$ cat config.mk
export PLATFORM = sky130hd
export DESIGN_NAME = bs_config_chain
export DESIGN_NICKNAME = d
export VERILOG_FILES = /design/src/rtl/bs_config_chain_pkg.sv /design/src/rtl/bs_config_chain_crc8.sv /design/src/rtl/bs_config_chain.sv
export SDC_FILE = /design/constraint.sdc
export NUM_CORES = 2
export LEC_CHECK = 0
export BUFFER_PORTS_ARGS = -buffer_cell sky130_fd_sc_hd__clkbuf_2
export CORE_MARGIN = 2
export CORE_UTILIZATION = 40
export DETAILED_ROUTE_END_ITERATION = 10
export MAX_ROUTING_LAYER = met4
export PLACE_DENSITY = 0.66
export SKIP_LAST_GASP = 1
export SLEW_MARGIN = 20
export SYNTH_ARGS = -nofsm -noshare
export SYNTH_HDL_FRONTEND = slang
export SYNTH_SLANG_ARGS = --single-unit
$ cat constraint.sdc
create_clock -name clk -period 49.9 [get_ports clk]
set_clock_uncertainty 0.15 [all_clocks]
set_input_delay 12.475 -clock clk [delete_from_list [all_inputs] [get_ports clk]]
set_output_delay 12.475 -clock clk [all_outputs]
set_load 0.02 [all_outputs]
$ cat src/rtl/bs_config_chain_pkg.sv
// ---------------------------------------------------------------------------
// bs_config_chain_pkg
// Shared definitions for the serial configuration chain:
//   state_t          - frame FSM states (IDLE, LOAD, CHECK)
//   CRC_W            - CRC register width (8)
//   DEFAULT_CRC_POLY - default CRC-8 generator polynomial (x^8 implicit)
//   crc8Step         - one-bit CRC-8 update, MSB-first
// ---------------------------------------------------------------------------
package bs_config_chain_pkg;

  typedef enum logic [1:0] {
    IDLE  = 2'd0,
    LOAD  = 2'd1,
    CHECK = 2'd2
  } state_t;

  localparam int CRC_W = 8;
  localparam logic [CRC_W-1:0] DEFAULT_CRC_POLY = 8'h07;

  // Feedback is the outgoing MSB xor the incoming bit; the polynomial is
  // folded in only when that feedback is set.
  function automatic logic [CRC_W-1:0] crc8Step(input logic [CRC_W-1:0] crc,
                                                input logic             din,
                                                input logic [CRC_W-1:0] poly);
    logic fb;
    fb = crc[CRC_W-1] ^ din;
    return {crc[CRC_W-2:0], 1'b0} ^ (fb ? poly : {CRC_W{1'b0}});
  endfunction

endpackage

$ cat src/rtl/bs_config_chain_crc8.sv
// ---------------------------------------------------------------------------
// bs_crc8_serial
// Bit-serial CRC-8 register.
//   clk, reset - clock, asynchronous active-high reset
//   clear_i    - restart from 8'h00 (combined with en_i, the first bit is
//                folded into a zero seed in the same cycle)
//   en_i       - fold bit_i into the CRC this cycle
//   bit_i      - serial data bit
//   zero_o     - CRC register currently equals zero
// ---------------------------------------------------------------------------
module bs_crc8_serial
  import bs_config_chain_pkg::*;
#(
  parameter logic [CRC_W-1:0] POLY = DEFAULT_CRC_POLY
) (
  input  logic clk,
  input  logic reset,
  input  logic clear_i,
  input  logic en_i,
  input  logic bit_i,
  output logic zero_o
);

  logic [CRC_W-1:0] crc_q;
  logic [CRC_W-1:0] crc_d;
  logic [CRC_W-1:0] seed;

  // Next-state: a clear seeds the update with zero so a frame's first bit
  // can be absorbed on the same edge that leaves IDLE.
  always_comb begin
    seed  = clear_i ? {CRC_W{1'b0}} : crc_q;
    crc_d = crc_q;
    if (en_i) begin
      crc_d = crc8Step(seed, bit_i, POLY);
    end else if (clear_i) begin
      crc_d = {CRC_W{1'b0}};
    end
  end

  // CRC state register.
  always_ff @(posedge clk or posedge reset) begin
    if (reset) begin
      crc_q <= {CRC_W{1'b0}};
    end else begin
      crc_q <= crc_d;
    end
  end

  assign zero_o = (crc_q == {CRC_W{1'b0}});

endmodule

$ cat src/rtl/bs_config_chain.sv
// ---------------------------------------------------------------------------
// bs_config_chain
// Serial, CRC-protected configuration loader with double buffering.
// A frame is BS_LENGTH payload bits then 8 CRC bits, MSB first, one bit per
// cycle while config_en is high. The payload shifts into a staging register;
// it is copied to cfg_q only when the frame length and CRC both check out.
//   clk, reset  - clock, asynchronous active-high reset
//   config_en   - bs_in carries a frame bit this cycle
//   bs_in       - serial frame data
//   bs_out      - daisy-chain output (staging register MSB)
//   cfg_q       - committed configuration
//   cfg_valid   - a frame has committed since reset
//   cfg_err     - last completed frame was rejected
//   busy        - FSM is in LOAD or CHECK
//   commit_cnt  - committed frame count, wraps at 256
// ---------------------------------------------------------------------------
module bs_config_chain
  import bs_config_chain_pkg::*;
#(
  parameter int               BS_LENGTH = 576,
  parameter logic [CRC_W-1:0] CRC_POLY  = DEFAULT_CRC_POLY
) (
  input  logic                 clk,
  input  logic                 reset,
  input  logic                 config_en,
  input  logic                 bs_in,
  output logic                 bs_out,
  output logic [BS_LENGTH-1:0] cfg_q,
  output logic                 cfg_valid,
  output logic                 cfg_err,
  output logic                 busy,
  output logic [7:0]           commit_cnt
);

  localparam int CW = $clog2(BS_LENGTH + 10);
  localparam logic [CW-1:0] LEN_C  = CW'(BS_LENGTH);
  localparam logic [CW-1:0] GOOD_C = CW'(BS_LENGTH + 8);
  localparam logic [CW-1:0] SAT_C  = CW'(BS_LENGTH + 9);

  state_t                 state_q;
  logic [CW-1:0]          count_q;
  logic [BS_LENGTH-1:0]   shiftReg_q;
  logic                   crcZero;
  logic                   crcClear;
  logic                   crcEn;

  // The CRC restarts whenever we sit in IDLE; bits arriving during CHECK
  // are dropped, so they must not reach the CRC either.
  assign crcClear = (state_q == IDLE);
  assign crcEn    = config_en && (state_q != CHECK);

  bs_crc8_serial #(
    .POLY(CRC_POLY)
  ) u_crc (
    .clk     (clk),
    .reset   (reset),
    .clear_i (crcClear),
    .en_i    (crcEn),
    .bit_i   (bs_in),
    .zero_o  (crcZero)
  );

  // Frame FSM with its datapath. The counter holds the number of frame bits
  // seen so far; it saturates one past the legal length so an overlong frame
  // can never wrap back onto the good count. Only payload positions shift the
  // staging register; trailer bits feed the CRC alone.
  always_ff @(posedge clk or posedge reset) begin
    if (reset) begin
      state_q    <= IDLE;
      count_q    <= '0;
      shiftReg_q <= '0;
      cfg_q      <= '0;
      cfg_valid  <= 1'b0;
      cfg_err    <= 1'b0;
      commit_cnt <= 8'd0;
    end else begin
      case (state_q)
        IDLE: begin
          if (config_en) begin
            state_q    <= LOAD;
            count_q    <= CW'(1);
            shiftReg_q <= {shiftReg_q[BS_LENGTH-2:0], bs_in};
          end
        end
        LOAD: begin
          if (config_en) begin
            if (count_q < LEN_C) begin
              shiftReg_q <= {shiftReg_q[BS_LENGTH-2:0], bs_in};
            end
            if (count_q != SAT_C) begin
              count_q <= count_q + CW'(1);
            end
          end else begin
            state_q <= CHECK;
          end
        end
        CHECK: begin
          state_q <= IDLE;
          if ((count_q == GOOD_C) && crcZero) begin
            cfg_q      <= shiftReg_q;
            cfg_valid  <= 1'b1;
            cfg_err    <= 1'b0;
            commit_cnt <= commit_cnt + 8'd1;
          end else begin
            cfg_err <= 1'b1;
          end
        end
        default: begin
          state_q <= IDLE;
        end
      endcase
    end
  end

  assign bs_out = shiftReg_q[BS_LENGTH-1];
  assign busy   = (state_q != IDLE);

endmodule
==> results.yml <==
setup_path:
  reg2reg_slack_ns: 43.32
  path_class: "input port to register"
  worst-endpoint-arrival_ns: 16.42
  ff2ff_path_depth: 9
  path_max_fanout: 163
  start_kind: "input port"
  crit_top_cell: "buf_4"
  required_ns: 50.31
  r2r_start: "state_q[0]"
  cp_slowest_cell: "buf_4"
  crit_chain: "clkbuf_2, nand2b_1, a41o_4, buf_4, buf_4, buf_12, mux2_2"
  r2r-end: "cfg_q[432]"
  cp_slowest_stage_delay_ns: 0.84
  worstSetupEndpointType: "register"
clock_network:
  h-tree-depth: 3
  numCtsBuffers: 120
  cts-hold-fix-buffers: 0
  cts_tree: "done"
  cts.path.max_buffers: 3
  post_cts_resized: 0
  path_clk_slew_ns: 0.06
  post_cts.repair.setup_buffers: 0
  cts_sinks: 1182
  clkLatencyLatePin_ns: 0.69
  cts_root_buf: "clkbuf_16"
floorplan:
  start_util_pct: 40.15
  dieHeight_um: 336.6
  core_sq_um: 110200
  die_area_sq_um: 113300
  io_pins: 592
  die_w_um: 336.6
  rows: 122
job:
  maxCapViolations: 0
route:
  avgRoutedWirePerCell_um: 18.43
  first_pass_iters: 4
  ant_nets: 0
  finalWirelength_um: 87990
  drc: 0
  drt_iter0_markers: 990
  via_per_inst: 4.791
  vias: 22870
finish:
  antenna_cells: 0
  instances_no_fill: 4774
  area_growth_syn_to_layout_pct: 19.16
  finalNetCount: 3198
  layout_commonest_cell: "dfrtp_1"
  drive_gt1_share_pct: 39.20
  layout_common_cells: "dfrtp_1, mux2_1, clkbuf_2"
sta:
  fin_setup_tns_ns: 0
  setup_viol: 0
  tightest_slew_ns: 1.095
  rsz0062_at_grt: "no"
  period_share_pct: 32.09
  final-hold-violation-count: 0
  holdWs_ns: 0.3275
  finalCriticalPeriod_ns: 16.01
  slew_viol_final: 0
  slew_headroom_pct: 27.01
  timing.final.ws_setup_ns: 33.89
  max_freq_mhz: 62.45
pwr:
  p_leak_nw: 28.74
  internal-power_mw: 1.559
  vdd_ir_drop_max_uv: 29.86
  p_comb_share_pct: 2.9
  switchingPower_uw: 426.5
  p_seq_share_pct: 49.3
  pwr-share-clk_pct: 47.8
  p_sw_share_pct: 21.48
  powerDensity_nw_per_um2: 37.66
  total_power_mw: 1.986
worst_hold_path:
  hold_end: "commit_cnt[7]"
  hold_start: "commit_cnt[7]"
  whs_path_depth: 1
  hp-class: "register to register"
logic_synthesis:
  synth_edf_count: 0
  ys_types: 44
  syn_area_sq_um: 44250
  synthArstFlopShare_pct: 100.0
  yosysWarnings: 0
  synthCells: 2584
  ys_seq_area_share_pct: 66.85
  synthFlopType: "dfrtp_1"
  ys_ff_latch: 1182
  syn-num-nets: 2592
  syn_avg_cell_area_sq_um: 17.12
placed_design:
  dp.cells: 4555
  dp.final_hpwl_um: 56560
  place_ws_ns: 33.21
  port_buffers: 591
  place_congestion: 0.7515
global_route:
  grt_pass1_wl_um: 138600
  grt_max_degree: 169
  grt_usage_pct: 15.83
  antenna_found_initial: 0
  overflow: 0
  grt_pass1_vias: 23570
outcome:
  status: "completed"
final cells by class:
class,count,area (sq um)
Inverter,10,45.04
Clock inverter,44,720.7
Timing Repair Buffer,614,3249
Multi-Input combinational cell,1262,13730
Fill cell,9651,57490
Tap cell,1488,1862
Sequential cell,1182,29580
Clock buffer,174,3537
synthesized netlist by cell type, types with 2 or more instances:
| cell | instances | area, sq um |
|---|---|---|
| a21oi_1 | 3 | 15.01 |
| a31o_2 | 2 | 17.52 |
| a31oi_1 | 2 | 12.51 |
| buf_2 | 65 | 325.3 |
| buf_4 | 36 | 270.3 |
| buf_6 | 26 | 292.8 |
| clkbuf_1 | 2 | 7.510 |
| dfrtp_1 | 1182 | 29580 |
| ha_1 | 4 | 50.05 |
| inv_1 | 10 | 37.54 |
| mux2_1 | 684 | 7702 |
| mux2_2 | 469 | 5281 |
| mux2i_1 | 5 | 50.05 |
| nand2_1 | 13 | 48.80 |
| nand3_1 | 8 | 40.04 |
| nand4_1 | 2 | 12.51 |
| nor2_1 | 11 | 41.29 |
| nor3_1 | 5 | 25.02 |
| nor4_1 | 4 | 25.02 |
| o211ai_1 | 2 | 15.01 |
| o21ai_0 | 10 | 50.05 |
| o2bb2ai_1 | 3 | 26.28 |
| or3_1 | 4 | 25.02 |
| xnor2_1 | 4 | 35.03 |
| xor2_1 | 9 | 78.83 |
state kept, by name, summed over array words and instances (netlist names):
name and cells:
commit_cnt 8, shiftReg_q 576, cfg_q 576, count_q 10, cfg_err 1, u_crc.crc_q 8, state_q 2, cfg_valid 1
how the worst max path moves through the flow:
| stage | start | endpoint | cells past startpoint |
|---|---|---|---|
| 2_1_floorplan | reset | cfg_err | 1 |
| 3_3_place_gp | config_en | shiftReg_q[165] | 7 |
| 3_5_place_dp | config_en | shiftReg_q[166] | 7 |
| 4_1_cts | config_en | shiftReg_q[166] | 7 |
| 5_1_grt | config_en | shiftReg_q[164] | 7 |
| 6_report | config_en | shiftReg_q[166] | 7 |
power by group through the flow:
stage	combinational [mW]	sequential [mW]	clock [mW]
6_report	0.0572	0.980	0.949
5_1_grt	0.0654	0.981	1.02
4_1_cts	0.0592	0.979	0.979
3_5_place_dp	0.0590	0.997	0
3_3_place_gp	0.0582	0.997	0
2_1_floorplan	0.0478	0.996	0
worst max-delay path, delay by kind of cell:
family / cells / cell delay [ns]
AND/OR/NAND/NOR: 1 / 0.13
AO/OA/AOI/OAI: 1 / 0.53
multiplexers: 1 / 0.41
buffers and inverters: 4 / 2.46
cell families (layout without fill, tap and decap cells):
kind of cell / after synthesis / in the layout / share of synthesized area [%]
simple gates: 61 / 61 / 0.7946
fa+ha+maj: 4 / 4 / 0.1131
flops: 1182 / 1182 / 66.85
buf+inv: 140 / 842 / 2.155
xor+xnor: 13 / 13 / 0.2573
compound gates: 26 / 26 / 0.3789
mux: 1158 / 1158 / 29.46
metrics by stage:
| step | area [sq um] | util, % |
|---|---|---|
| 2_1_floorplan | 44250 | - |
| 3_3_place_gp | 48430 | 43.94 |
| 3_5_place_dp | 48430 | 43.94 |
| 4_1_cts | 52690 | 47.81 |
| 5_1_grt | 52730 | 47.84 |
| 6_report | 52730 | 47.84 |
per-layer routing:
layer	share of wire (%)	GRT usage, %
met5	0	-
met4	3.2	5.766
met3	7.5	5.366
met2	47	24.18
met1	42	19.54
No activity file was read; power rests on OpenSTA's default activity.
